===== src/rtl/dmem_arbiter.sv =====
// Round-robin arbiter sharing one data-memory port between core and host.
// Ports: core_*/host_* request+response, mem_* memory port, busy status.
module dmem_arbiter #(
  parameter int ADDR_WIDTH = 32,
  parameter int DATA_WIDTH = 32
) (
  input  logic                  clk,
  input  logic                  rst,
  input  logic                  core_req,
  input  logic                  core_we,
  input  logic [ADDR_WIDTH-1:0] core_addr,
  input  logic [DATA_WIDTH-1:0] core_wdata,
  output logic                  core_gnt,
  output logic                  core_rvalid,
  output logic [DATA_WIDTH-1:0] core_rdata,
  input  logic                  host_req,
  input  logic                  host_we,
  input  logic [ADDR_WIDTH-1:0] host_addr,
  input  logic [DATA_WIDTH-1:0] host_wdata,
  output logic                  host_gnt,
  output logic                  host_rvalid,
  output logic [DATA_WIDTH-1:0] host_rdata,
  output logic                  mem_en,
  output logic                  mem_we,
  output logic [ADDR_WIDTH-1:0] mem_addr,
  output logic [DATA_WIDTH-1:0] mem_wdata,
  input  logic [DATA_WIDTH-1:0] mem_rdata,
  output logic                  busy
);

  typedef enum logic [1:0] {
    IDLE,
    ISSUE,
    RESP
  } state_t;

  state_t state;
  state_t state_nx;

  // ptr: 0 = core holds priority, 1 = host
  logic ptr;
  // owner: 0 = core, 1 = host
  logic owner;
  logic cap_we;
  logic [ADDR_WIDTH-1:0] cap_addr;
  logic [DATA_WIDTH-1:0] cap_wdata;

  logic any_req;
  logic win_host;
  logic sel_we;
  logic [ADDR_WIDTH-1:0] sel_addr;
  logic [DATA_WIDTH-1:0] sel_wdata;

  always_comb begin
    any_req  = core_req | host_req;
    win_host = 1'b0;
    unique case (1'b1)
      (core_req & host_req):  win_host = ptr;
      (host_req & ~core_req): win_host = 1'b1;
      default:                win_host = 1'b0;
    endcase
  end

  always_comb begin
    sel_we    = core_we;
    sel_addr  = core_addr;
    sel_wdata = core_wdata;
    if (win_host) begin
      sel_we    = host_we;
      sel_addr  = host_addr;
      sel_wdata = host_wdata;
    end
  end

  always_comb begin
    state_nx = state;
    unique case (state)
      IDLE:    if (any_req) state_nx = ISSUE;
      ISSUE:   state_nx = cap_we ? IDLE : RESP;
      RESP:    state_nx = IDLE;
      default: state_nx = IDLE;
    endcase
  end

  always_ff @(posedge clk or negedge rst) begin
    if (!rst) begin
      state <= IDLE;
    end else begin
      state <= state_nx;
    end
  end

  // Request capture: the issued access never sees live inputs.
  always_ff @(posedge clk or negedge rst) begin
    if (!rst) begin
      owner     <= 1'b0;
      cap_we    <= 1'b0;
      cap_addr  <= '0;
      cap_wdata <= '0;
    end else if (state == IDLE && any_req) begin
      owner     <= win_host;
      cap_we    <= sel_we;
      cap_addr  <= sel_addr;
      cap_wdata <= sel_wdata;
    end
  end

  // Priority passes to the other side once an access is issued.
  always_ff @(posedge clk or negedge rst) begin
    if (!rst) begin
      ptr <= 1'b0;
    end else if (state == ISSUE) begin
      ptr <= ~owner;
    end
  end

  always_ff @(posedge clk or negedge rst) begin
    if (!rst) begin
      core_rvalid <= 1'b0;
      host_rvalid <= 1'b0;
      core_rdata  <= '0;
      host_rdata  <= '0;
    end else begin
      core_rvalid <= (state == RESP) & ~owner;
      host_rvalid <= (state == RESP) & owner;
      if (state == RESP) begin
        if (owner) host_rdata <= mem_rdata;
        else       core_rdata <= mem_rdata;
      end
    end
  end

  assign mem_en    = (state == ISSUE);
  assign mem_we    = (state == ISSUE) & cap_we;
  assign mem_addr  = cap_addr;
  assign mem_wdata = cap_wdata;
  assign core_gnt  = (state == ISSUE) & ~owner;
  assign host_gnt  = (state == ISSUE) & owner;
  assign busy      = (state != IDLE);

endmodule


===== config.mk =====
export PLATFORM = sky130hd
export DESIGN_NAME = dmem_arbiter
export DESIGN_NICKNAME = d
export VERILOG_FILES = /design/src/rtl/dmem_arbiter.sv
export SDC_FILE = /design/constraint.sdc
export NUM_CORES = 1
export LEC_CHECK = 0
export CAP_MARGIN = 20
export CORE_MARGIN = 4
export CORE_UTILIZATION = 34
export DETAILED_ROUTE_END_ITERATION = 7
export GPL_ROUTABILITY_DRIVEN = 0
export PLACE_DENSITY_LB_ADDON = 0.05
export SLEW_MARGIN = 20
export SYNTH_ARGS = -nofsm -noshare
export SYNTH_HDL_FRONTEND = slang
export SYNTH_SLANG_ARGS = --single-unit

===== constraint.sdc =====
create_clock -name clk -period 2.1 [get_ports clk]
set_clock_uncertainty 0.1 [all_clocks]
set_input_delay 0.42 -clock clk [delete_from_list [all_inputs] [get_ports clk]]
set_output_delay 0.42 -clock clk [all_outputs]
set_load 0.005 [all_outputs]

# Word level (Yosys, flattened, before mapping)
# Cells that the tools add are included.
[totals] ramBits=0 mem_count=0 mem_bits_ro=0 ff_bits=135 latch_bits=0 inputBits=166
[classes] magnitude_cmp=0 n_mul=0 reduce_logical=5 bitwise=10 eq_ne=3 muxes=7 add_sub_neg=0 shift=0 div=0
[ops] operator="$mux W32" n=2
[ops] operator="$and A1 B1 Y1" n=7
[ops] operator="$mux W2" n=2
[ops] operator="$pmux W2 S2" n=1
[ops] operator="$reduce_and A2 Y1" n=2
[ops] operator="$eq A2 B1 Y1 const B" n=1
[ops] operator="$eq A2 B2 Y1 const B" n=1
[ops] operator="$logic_not A2 Y1" n=1
[ops] operator="$ne A2 B2 Y1 const B" n=1
[ops] operator="$not A1 Y1" n=2
[ops] operator="$pmux W1 S2" n=1
[ops] operator="$reduce_bool A2 Y1" n=1
[ops] operator="$logic_and A1 B1 Y1" n=1
[ops] operator="$mux W1" n=1
[ops] operator="$or A1 B1 Y1" n=1

# Longest topological paths before layout
# Gate-level depths: netlist of run 1.
[depth] depth_word=4 ltp_mapped=6 mapped_depth_nobuf=4

# Worst setup path after synthesis of run 1
# No wires, ideal clock.
[synth_timing] kind="reg2reg" start="register state[0]" end="register core_rdata[12]" setup_time_ns=0.125 stages_incl_launch_ff=4 path_buffers=1 required_ns=1.875 synth_period_minus_slack_ns=1.511 arrival_time_ns=1.286 slack_ns=0.589 path_cell_list="dfrtp_1 nor3b_2 buf_4 mux2_2"
[synth_between] elab_chain_cells=2
[synth_rtl] element="start: declaration" line_no="37" text="state_t state;"
[synth_rtl] element="start signal: assignment" line_no="89" text="state <= state_nx;"
[synth_rtl] element="$eq A2 B2 Y1" line_no="126" text="if (state == RESP) begin"
[synth_rtl] element="$reduce_and A2 Y1 (no source line)"
[synth_rtl] element="end signal: assignment" line_no="128" text="else core_rdata <= mem_rdata;"
[synth_rtl] element="end: declaration" line_no="15" text="output logic [DATA_WIDTH-1:0] core_rdata,"
# Every way passes these cells.
# A chain may end at the register's enable or synchronous reset.

# Worst setup path after layout of run 1
[layout_timing] start="register state[1]" end="output host_gnt"
[layout_between] elab_chain_cells=2
[layout_rtl] element="$eq A2 B1 Y1" line_no="138" text="assign host_gnt = (state == ISSUE) & owner;"
[layout_rtl] element="$and A1 B1 Y1" line_no="138"
[layout_rtl] element="end: declaration" line_no="20" text="output logic host_gnt,"
# Every way passes these cells.

==> impl_results.md, run 1 <==
* Vias at 5519
* Worst path arrival time at 1.47 ns
* Fillers at 1422
* First-pass GRT wire length at 31900 microns
* CTS Sinks at 135
* Initial antenna violation count at 0
* Die height at roughly 140 microns
* Slew @ Worst Pin at 0.726 ns
* Final worst-path cycle share at a little over nine tenths
* Area Growth Syn to Fin at 67.3%
* Setup slack, reg-to-reg at 0.34 ns
* Worst r2r dst: mem_addr[2]$_DFFE_PN0P_
* Worst EP required at 1.58 ns
* Routed WL at 20100 microns
* Crit path capture type: output pin
* Combinational share of power at 44.2%
* Critical Path Start Type: flop
* Sequential fraction of design power at ~33%
* DR vias/cell at 5.24
* Post-Synthesis Cells at roughly 540
* Remaining DRCs at 0
* Initial Util at between 30% and 40%
* Count of pins over their slew limit at 0
* # IOs at 301
* Post-route ant nets at 0
* Tmin final at 1.99 ns
* DP Wirelength at 14600 microns
* CTS tree: yes
* Core Footprint at 16800 sq um
* Seq cells post-synth at ~140
* Hold_sp: host_req
* Antenna fix cells at 0
* Critical Path Fanout Max at 4
* Sequential area share after synthesis at 57.7%
* Netlist Area Pre-Place at 5860 sq um
* Reg clk slew, reported paths at 0.06 ns
* Relative slew slack at 51.6%
* Post-synth cell types at 20
* Max_cap viols at 0
* Largest net degree at the start of global routing at 66
* Skew-Pair Late Insertion Delay at 0.41 ns
* Mean Syn Cell Area at about 11 sq um
* # Post-CTS Setup Buffers at 0
* PortBufs at 300
* Nets at 987
* Worst-case clock buffer depth at 2
* Die area at 19400 sq um
* Syn nets at 701
* Peak VDD IR at 0.803 mV
* Root Driver: clkbuf_16
* Htree depth at 4
* Power share of the clock group at 22.6%
* Number of global-route vias before repair at between 5000 and 6000
* Hold Vio Cnt, Final at 0
* HP Class: input port to flop
* Switching power at 0.00432 W
* Hold Path End: mem_addr[16]$_DFFE_PN0P_
* Yosys warnings at 0
* Net Sw Frac at 30.9%
* Cell area after layout at 9800 sq um
* Endpoints failing setup at 0
* WS Path Type: flop to output pin
* RSZ-0062 raised after global routing: no
* Worst Hold Depth at 3
* GRT Util Overall at 20.6%
* Achievable frequency at 502 MHz
* First DRT Iteration DRCs at around 280
* Chip width at between 100 and 150 microns
* Pint at a little under 0.01 W
* GRT Residual Overflow at 0
* Core Util, Final at between 50% and 60%
* Post-DP Area at slightly above 9000 sq um
* Placement Rows at 47
* Share of cells above drive strength 1 at 14.0%
* Drt wl/cell at 19.1 microns
* CTS Buf Count at 17
* Static leakage at just under 4 nW
* Status: finished clean
* R2R cell count at 5
* PwrDens at 1420 nW/um^2
* Final TNS setup at 0 ns
* Reg-to-reg startpoint: state[0]$_DFFE_PN0P_
* Pre-antenna DRT Iters at 4
## critical path, stage by stage (launching register included)
cell and delay [ns]:
dfrtp_1 0.37, nand2b_1 0.17, inv_1 0.11, and2_1 0.15
dlygate4sd2_1 0.26
## state kept, by name, summed over array words and instances, names as in the netlist
signal	flops
core_rvalid	1
ptr	1
mem_addr	32
owner	1
state	2
host_rvalid	1
mem_wdata	32
host_rdata	32
cap_we	1
core_rdata	32
## through the flow
| stage | cells | hold WS, ns | total power [W] | setup slack (ns) |
|---|---|---|---|---|
| final | 1054 | 0.260 | 0.0140 | 0.108 |
| after global routing | 1054 | 0.270 | 0.0148 | 0.0324 |
| after CTS | 1054 | 0.245 | 0.0142 | 0.0762 |
| after detailed placement | 1021 | 0.259 | 0.0110 | 0.128 |
| after global placement | 1021 | 0.253 | 0.0108 | 0.153 |
| after floorplan | 535 | 0.0244 | 0.00704 | 0.589 |
## cells by family after synthesis
| group | Yosys count | share of synthesized area (%) |
|---|---|---|
| compound gates | 197 | 18.3 |
| simple gates | 80 | 7.00 |
| mux | 64 | 12.3 |
| buf+inv | 59 | 4.78 |
| flops | 135 | 57.7 |
## what timing repair did
action                                  CTS  global route
hold endpoints to repair                 38             0
resized for setup                         5             0
hold buffers                              1             0
endpoints found under the setup margin    5             0
## final cells by class
type / count / area [sq um] / area share [%]
flip-flops and latches: 135 / 3380 / 34.5
repair buffers: 322 / 3290 / 33.5
multi-input cells: 341 / 2230 / 22.7
clock buffers: 18 / 429 / 4.38
well taps: 220 / 275 / 2.81
clock inverters: 14 / 195 / 1.99
inverters: 4 / 15.0 / 0.153
## power groups by stage
stage / logic [W] / registers [W] / clock network, W
global placement: 0.00622 / 0.00462 / 0
global route: 0.00668 / 0.00482 / 0.00332
CTS: 0.00629 / 0.00464 / 0.00323
detailed placement: 0.00632 / 0.00466 / 0
floorplan: 0.00233 / 0.00471 / 0
finish: 0.00617 / 0.00464 / 0.00316
## cells in the final DEF, fill, tap and decap left out
| cell | Yosys | routed |
|---|---|---|
| a21oi_1 | 65 | 65 |
| buf_12 | 0 | 10 |
| clkinvlp_4 | 0 | 1 |
| inv_2 | 1 | 1 |
| and2b_2 | 0 | 1 |
| bufinv_16 | 0 | 4 |
| clkinv_2 | 0 | 3 |
| and2_1 | 2 | 2 |
| or2_2 | 1 | 1 |
| nand2b_2 | 0 | 1 |
| clkbuf_1 | 26 | 1 |
| buf_4 | 9 | 11 |
| o31ai_1 | 1 | 1 |
| dlygate4sd2_1 | 0 | 5 |
| buf_2 | 20 | 1 |
| clkbuf_16 | 0 | 17 |
| dlygate4sd3_1 | 0 | 1 |
| mux2_2 | 56 | 56 |
| nor2_1 | 7 | 5 |
| clkdlybuf4s50_1 | 0 | 293 |
| nor2_4 | 0 | 2 |
| nand3b_1 | 1 | 1 |
| nor3b_4 | 0 | 1 |
| nand3_1 | 65 | 65 |
| buf_6 | 0 | 1 |
| mux2_1 | 8 | 8 |
| nand2b_1 | 2 | 1 |
| inv_1 | 3 | 3 |
| dfrtp_1 | 135 | 135 |
| o21ai_0 | 66 | 66 |
| a31oi_1 | 65 | 65 |
| inv_6 | 0 | 5 |
| clkinv_4 | 0 | 1 |
## routing by layer
metal | share of wire, % | vias up | global-route usage (%)
met5 | 0 | - | 0
met4 | 2.3 | 0 | 6.85
met3 | 8.6 | 32 | 5.97
met2 | 50 | 277 | 33.6
met1 | 40 | 2661 | 26.3
li1 | - | 2549 | -
## synthesized netlist by cell type
cell | count | share of area, %
a21oi_1 | 65 | 5.6
a31oi_1 | 65 | 6.9
and2_1 | 2 | 0.21
and2b_1 | 1 | 0.13
buf_2 | 20 | 1.7
buf_4 | 9 | 1.2
clkbuf_1 | 26 | 1.7
dfrtp_1 | 135 | 58
inv_1 | 3 | 0.19
inv_2 | 1 | 0.064
mux2_1 | 8 | 1.5
mux2_2 | 56 | 11
nand2b_1 | 2 | 0.21
nand3_1 | 65 | 5.6
nand3b_1 | 1 | 0.13
nor2_1 | 7 | 0.45
nor3b_2 | 1 | 0.21
o21ai_0 | 66 | 5.6
o31ai_1 | 1 | 0.13
or2_2 | 1 | 0.11
## worst max-delay path by stage
stage,from,to,slack [ns],cells after the start
2_1_floorplan,state[0]$_DFFE_PN0P_,core_rdata[12]$_DFFE_PN0P_,0.59,3
3_3_place_gp,core_req,mem_addr[27]$_DFFE_PN0P_,0.15,5
3_5_place_dp,core_req,mem_wdata[30]$_DFFE_PN0P_,0.13,5
4_1_cts,state[1]$_DFFE_PN0P_,host_gnt,0.08,4
5_1_grt,state[1]$_DFFE_PN0P_,host_gnt,0.03,4
6_report,state[1]$_DFFE_PN0P_,host_gnt,0.11,4
Note: power is estimated with default switching activity, not from simulation.
==> inputs of run 2 (changes only) <==
--- a/config.mk
+++ b/config.mk
@@ -8,6 +8,7 @@
 export CAP_MARGIN = 20
 export CORE_MARGIN = 4
 export CORE_UTILIZATION = 34
+export CTS_BUF_LIST = sky130_fd_sc_hd__clkbuf_2 sky130_fd_sc_hd__clkbuf_4 sky130_fd_sc_hd__clkbuf_8
 export DETAILED_ROUTE_END_ITERATION = 7
 export GPL_ROUTABILITY_DRIVEN = 0
 export PLACE_DENSITY_LB_ADDON = 0.05
==> run 2 against run 1 <==
  * Sequential power is essentially flat
  * Clock-buffer cell count is the same
  * Hold slack lost 0.019 ns
  * Cell area shrank 1.9%
  * Register-to-register slack is essentially flat
  * Power shrank 5.6%
  * Largest power group unchanged
==> impl_results.md, run 2 (synthesis gave the netlist of run 1 again) <==
* Power share of the clock group at 18.0% (-4.6 points)
* DP Wirelength at 14600 microns (unchanged)
* GRT Util Overall at 20.6% (about the same)
* Tmin final at 1.99 ns (+0.000405 ns)
* Drt wl/cell at 19.0 microns (-0.23%)
* Worst path arrival time at 1.47 ns (about the same)
* Crit path cell chain: nand2b_1 -> inv_1 -> and2_1 -> clkdlybuf4s15_1
* Crit path capture type: output pin
* Most frequent cells in the layout: clkdlybuf4s50_1, dfrtp_1, o21ai_0
* Commonest non-fill, non-tap cell in the layout: clkdlybuf4s50_1
* Pint at 0.00897 W (-7.1%)
* CTS Sinks at 135 (unchanged)
* Largest net degree at the start of global routing at 66 (unchanged)
* Max_cap viols at 0 (unchanged)
* Pre-antenna DRT Iters at 4 (unchanged)
* Remaining DRCs at 0 (unchanged)
* Core Footprint at 16800 sq um (unchanged)
* Initial Util at 35.0% (unchanged)
* Htree depth at 4 (unchanged)
* Combinational share of power at 46.9% (+2.7 points)
* Relative slew slack at 51.7% (+0.064 points)
* Worst path slowest cell: dfrtp_1
* HP Class: input port to flop
* Area Growth Syn to Fin at 64.1%
* Count of pins over their slew limit at 0 (unchanged)
* Number of global-route vias before repair at 5707 (+0.16%)
* Die height at 139 microns (unchanged)
* Final TNS setup at 0 ns (unchanged)
* Critical Path Fanout Max at 4 (unchanged)
* Initial antenna violation count at 0 (unchanged)
* Chip width at 139 microns (unchanged)
* Switching power at 0.00422 W (-2.3%)
* Achievable frequency at 502 MHz (about the same)
* DR vias/cell at 5.22 (-0.27%)
* Share of cells above drive strength 1 at 14.1% (+0.12 points)
* Vias at 5504 (-0.27%)
* CP peak stage delay at 0.38 ns (about the same)
* Worst-case clock buffer depth at 2 (unchanged)
* Static leakage at 3.83 nW (-2.2%)
* RSZ-0062 raised after global routing: no
* Peak VDD IR at 0.794 mV (-1.1%)
* Die area at 19400 sq um (unchanged)
* Post-DP Area at 9180 sq um (unchanged)
* Nets at 987 (unchanged)
* Post-route ant nets at 0 (unchanged)
* WS Path Type: flop to output pin
* Final worst-path cycle share at 94.9% (about the same)
* First-pass GRT wire length at 31900 microns (-0.13%)
* Worst EP required at 1.58 ns (about the same)
* Critical Path Start Type: flop
* PwrDens at 1370 nW/um^2 (-3.8%)
* Worst Path Buf+Inv at 2 (unchanged)
* Cell family with most CP delay: flip-flops
* PortBufs at 300 (unchanged)
* Placement Rows at 47 (unchanged)
* First DRT Iteration DRCs at 280 (-0.36%)
* Root Driver: clkbuf_8
* Hold Vio Cnt, Final at 0 (unchanged)
* Skew-Pair Late Insertion Delay at 0.42 ns (about the same)
* Status: finished clean
* Net Sw Frac at 32.0% (+1.1 points)
* Core Util, Final at 57.4% (-1.1 points)
* Setup slack, reg-to-reg at 0.34 ns (about the same)
* Slew @ Worst Pin at 0.725 ns (-0.000965 ns)
* Endpoints failing setup at 0 (unchanged)
* # IOs at 301 (unchanged)
* Routed WL at 20100 microns (-0.23%)
* GRT Residual Overflow at 0 (unchanged)
* Reg clk slew, reported paths at 0.08 ns (+0.02 ns)
* Cell area after layout at 9620 sq um (-1.9%)
* CTS tree: yes
* CTS Buf Count at 17 (unchanged)
* Sequential fraction of design power at 35.1% (+1.9 points)
* Antenna fix cells at 0 (unchanged)
run 2: cell count changes in the layout (fill, tap and decap cells not counted):
cell / delta
clkbuf_1: -1
clkbuf_4: +1
clkbuf_16: -17
clkdlybuf4s15_1: +1
clkbuf_8: +17
dlygate4sd2_1: -1
run 2: worst paths after layout:
kind | from | endpoint | depth (start not counted)
worst min register to register | cap_we$_DFFE_PN0P_ | state[1]$_DFFE_PN0P_ | 1
worst min-delay path | host_req | mem_addr[16]$_DFFE_PN0P_ | 3
min in group asynchronous | rst | host_rdata[17]$_DFFE_PN0P_ | 2
worst max register to register | state[0]$_DFFE_PN0P_ | mem_wdata[25]$_DFFE_PN0P_ | 5
worst max-delay path | state[1]$_DFFE_PN0P_ | host_gnt | 4
max in group asynchronous | rst | host_rdata[3]$_DFFE_PN0P_ | 3
run 2: repair_timing:
action / in CTS / in global routing
endpoints found under the setup margin: 5 / 1
hold buffers: 1 / 0
setup buffers: 0 / 0
resized for setup: 5 / 1
cloned: 0 / 0
pin swaps: 0 / 0
endpoints found under the hold margin: 38 / 0
run 2: area by class of cell:
class	instances	area, sq um
timing repair buffer	322	3290
clock inverter	14	195
inverter	4	15.0
fill	1454	7140
multi-input combinational	341	2230
tap	220	275
sequential	135	3380
clock buffer	18	241
run 2: metrics by stage:
| stage | power, W | hold slack, ns | worst slack, ns | std cells |
|---|---|---|---|---|
| 5_1_grt | 0.0141 | 0.231 | 0.0106 | 1054 |
| 6_report | 0.0132 | 0.241 | 0.107 | 1054 |
| 2_1_floorplan | 0.00704 | 0.0244 | 0.589 | 535 |
| 4_1_cts | 0.0134 | 0.208 | 0.0338 | 1054 |
| 3_3_place_gp | 0.0108 | 0.253 | 0.153 | 1021 |
| 3_5_place_dp | 0.0110 | 0.259 | 0.128 | 1021 |
run 2: worst min-delay path: stages:
cell,delay [ns]
buf_2,0.15
nand3_1,0.08
a31oi_1,0.07
run 2: metal layers:
metal  up-vias  global-route usage [%]  part of all wire (%)
met4         0                    7.00                   2.3
li1       2549                       -                     -
met1      2654                    26.3                    40
met2       268                    33.6                    50
met3        33                    5.97                   8.4
met5         -                       0                     0
run 2: power groups by stage:
stage	clock network (W)	registers (W)	logic, W
6_report	0.00238	0.00463	0.00618
5_1_grt	0.00255	0.00481	0.00669
4_1_cts	0.00244	0.00464	0.00629
3_5_place_dp	0	0.00466	0.00632
3_3_place_gp	0	0.00462	0.00622
2_1_floorplan	0	0.00471	0.00233
==> inputs of run 3 (changes only) <==
--- a/config.mk
+++ b/config.mk
@@ -7,7 +7,7 @@
 export LEC_CHECK = 0
 export CAP_MARGIN = 20
 export CORE_MARGIN = 4
-export CORE_UTILIZATION = 34
+export CORE_UTILIZATION = 41
 export CTS_BUF_LIST = sky130_fd_sc_hd__clkbuf_2 sky130_fd_sc_hd__clkbuf_4 sky130_fd_sc_hd__clkbuf_8
 export DETAILED_ROUTE_END_ITERATION = 7
 export GPL_ROUTABILITY_DRIVEN = 0
==> run 3 against run 2 <==
  * Setup slack got worse by 0.025 ns
  * Die area decreased by 16%
  * Critical path depth unchanged
  * Via count increased by 1.6%
==> impl_results.md, run 3 (synthesis gave the netlist of run 1 again) <==
* DR vias/cell at 5.52 (+5.6%)
* Tmin final at 2.02 ns (+0.0251 ns)
* Die height at 128 microns (-8.4%)
* Reg clk slew, reported paths at 0.08 ns (about the same)
* GRT Residual Overflow at 0 (unchanged)
* Nets at 987 (unchanged)
* Pwr Total at 0.0130 W (-1.7%)
* Count of pins over their slew limit at 0 (unchanged)
* Core Util, Final at 68.3% (+11 points)
* First-pass GRT wire length at 30800 microns (-3.5%)
* Post-route ant nets at 0 (unchanged)
* Root Driver: clkbuf_8
* Worst Hold Depth at 3 (unchanged)
* Core Footprint at 13900 sq um (-17%)
* Endpoints failing setup at 0 (unchanged)
* Largest net degree at the start of global routing at 66 (unchanged)
* Final worst-path cycle share at 96.1% (+1.2 points)
* Die area at 16300 sq um (-16%)
* Commonest non-fill, non-tap cell in the layout: clkdlybuf4s50_1
* Worst r2r dst: mem_addr[26]$_DFFE_PN0P_
* First DRT Iteration DRCs at 293 (+4.6%)
* Remaining DRCs at 0 (unchanged)
* Critical Path Fanout Max at 4 (unchanged)
* Worst path arrival time at 1.50 ns (+0.03 ns)
* HP Class: input port to flop
* # IOs at 301 (unchanged)
* CTS Sinks at 135 (unchanged)
* Fillers at 1087 (-25%)
* Worst EP required at 1.58 ns (about the same)
* GRT Util Overall at 24.1% (+3.5 points)
* Number of global-route vias before repair at 5794 (+1.5%)
* Critical Path Start Type: flop
* Hold Vio Cnt, Final at 0 (unchanged)
* Reg-to-reg startpoint: state[0]$_DFFE_PN0P_
* Worst-case clock buffer depth at 2 (unchanged)
* Hold Path End: mem_addr[2]$_DFFE_PN0P_
* PortBufs at 300 (unchanged)
* RSZ-0062 raised after global routing: no
* R2R cell count at 5 (unchanged)
* Final TNS setup at 0 ns (unchanged)
* Relative slew slack at 52.3% (+0.64 points)
* Vias at 5594 (+1.6%)
* Placement Rows at 43 (-8.5%)
* Status: finished clean
* PwrDens at 1360 nW/um^2 (-0.64%)
* Share of cells above drive strength 1 at 14.4% (+0.24 points)
* CTS tree: yes
* Static leakage at 3.79 nW (-0.81%)
* Drt wl/cell at 19.3 microns (+1.5%)
* Area Growth Syn to Fin at 62.4%
* Hold_sp: host_req
* Routed WL at 19600 microns (-2.3%)
* Skew-Pair Late Insertion Delay at 0.44 ns (+0.02 ns)
* CTS Buf Count at 17 (unchanged)
* Most frequent cells in the layout: clkdlybuf4s50_1, dfrtp_1, o21ai_0
* Initial Util at 42.0% (+7.1 points)
* Peak VDD IR at 0.650 mV (-18%)
* Pre-antenna DRT Iters at 4 (unchanged)
* Achievable frequency at 496 MHz (-1.2%)
* Setup slack, reg-to-reg at 0.25 ns (-0.09 ns)
* Initial antenna violation count at 0 (unchanged)
* Htree depth at 4 (unchanged)
* WS Path Type: flop to output pin
* DP Wirelength at 14200 microns (-2.7%)
* Chip width at 128 microns (-8.4%)
* Antenna fix cells at 0 (unchanged)
* Slew @ Worst Pin at 0.715 ns (-0.00958 ns)
* Crit path capture type: output pin
* Max_cap viols at 0 (unchanged)
-- run 3: changes by cell type in the layout (fill, tap and decap cells not counted), sizes merged --
cell / before / now
clkinvlp: 1 / 4
bufinv: 4 / 2
clkbuf: 18 / 17
clkdlybuf4s15: 1 / 0
clkinv: 4 / 5
dlygate4sd2: 4 / 5
inv: 9 / 8
-- run 3: repair_timing --
action / in CTS / in global routing
endpoints found under the setup margin: 5 / 3
setup buffers: 1 / 0
hold buffers: 1 / 0
hold endpoints to repair: 40 / 0
gates resized for setup: 5 / 2
pin swaps: 0 / 0
-- run 3: worst max path at each step --
stage	start	slack, ns	end
final	state[1]$_DFFE_PN0P_	0.08	host_gnt
after global routing	state[1]$_DFFE_PN0P_	0.00005	host_gnt
after CTS	state[1]$_DFFE_PN0P_	0.03	host_gnt
after detailed placement	core_req	0.11	mem_addr[31]$_DFFE_PN0P_
after global placement	core_req	0.17	mem_addr[1]$_DFFE_PN0P_
after floorplan	state[0]$_DFFE_PN0P_	0.59	core_rdata[12]$_DFFE_PN0P_
-- run 3: worst max-delay path: stages (launching register included) --
cell and delay (ns):
dfrtp_1 0.38, nand2b_1 0.19, inv_2 0.09, and2_1 0.13, dlygate4sd2_1 0.26
-- run 3: per-stage QoR --
step	area (sq um)	hold WS (ns)	setup slack [ns]	cells
5_1_grt	9510	0.210	0.0000502	1014
4_1_cts	9510	0.203	0.0275	1014
2_1_floorplan	5860	0.0244	0.589	535
6_report	9510	0.228	0.0821	1014
3_3_place_gp	9120	0.257	0.174	980
3_5_place_dp	9120	0.265	0.107	980
-- run 3: final cells by class --
| cell class | count | area [sq um] | share of cell area [%] |
|---|---|---|---|
| Inverter | 4 | 15.0 | 0.158 |
| Multi-Input combinational cell | 341 | 2230 | 23.4 |
| Sequential cell | 135 | 3380 | 35.5 |
| Clock inverter | 15 | 150 | 1.58 |
| Tap cell | 180 | 225 | 2.37 |
| Timing Repair Buffer | 322 | 3290 | 34.5 |
| Clock buffer | 17 | 234 | 2.46 |
-- run 3: metal layers --
metal | global-route usage [%] | part of all wire, % | up-vias
met3 | 7.65 | 9.0 | 63
li1 | - | - | 2547
met2 | 38.5 | 48 | 322
met5 | 0 | 0 | -
met1 | 28.8 | 38 | 2662
met4 | 13.2 | 4.8 | 0
-- run 3: where the power goes --
part           internal [W]  switching, W  leakage (nW)
clock               0.00106       0.00105         0.189
sequential          0.00392      0.000714          1.56
combinational       0.00373       0.00249          2.04
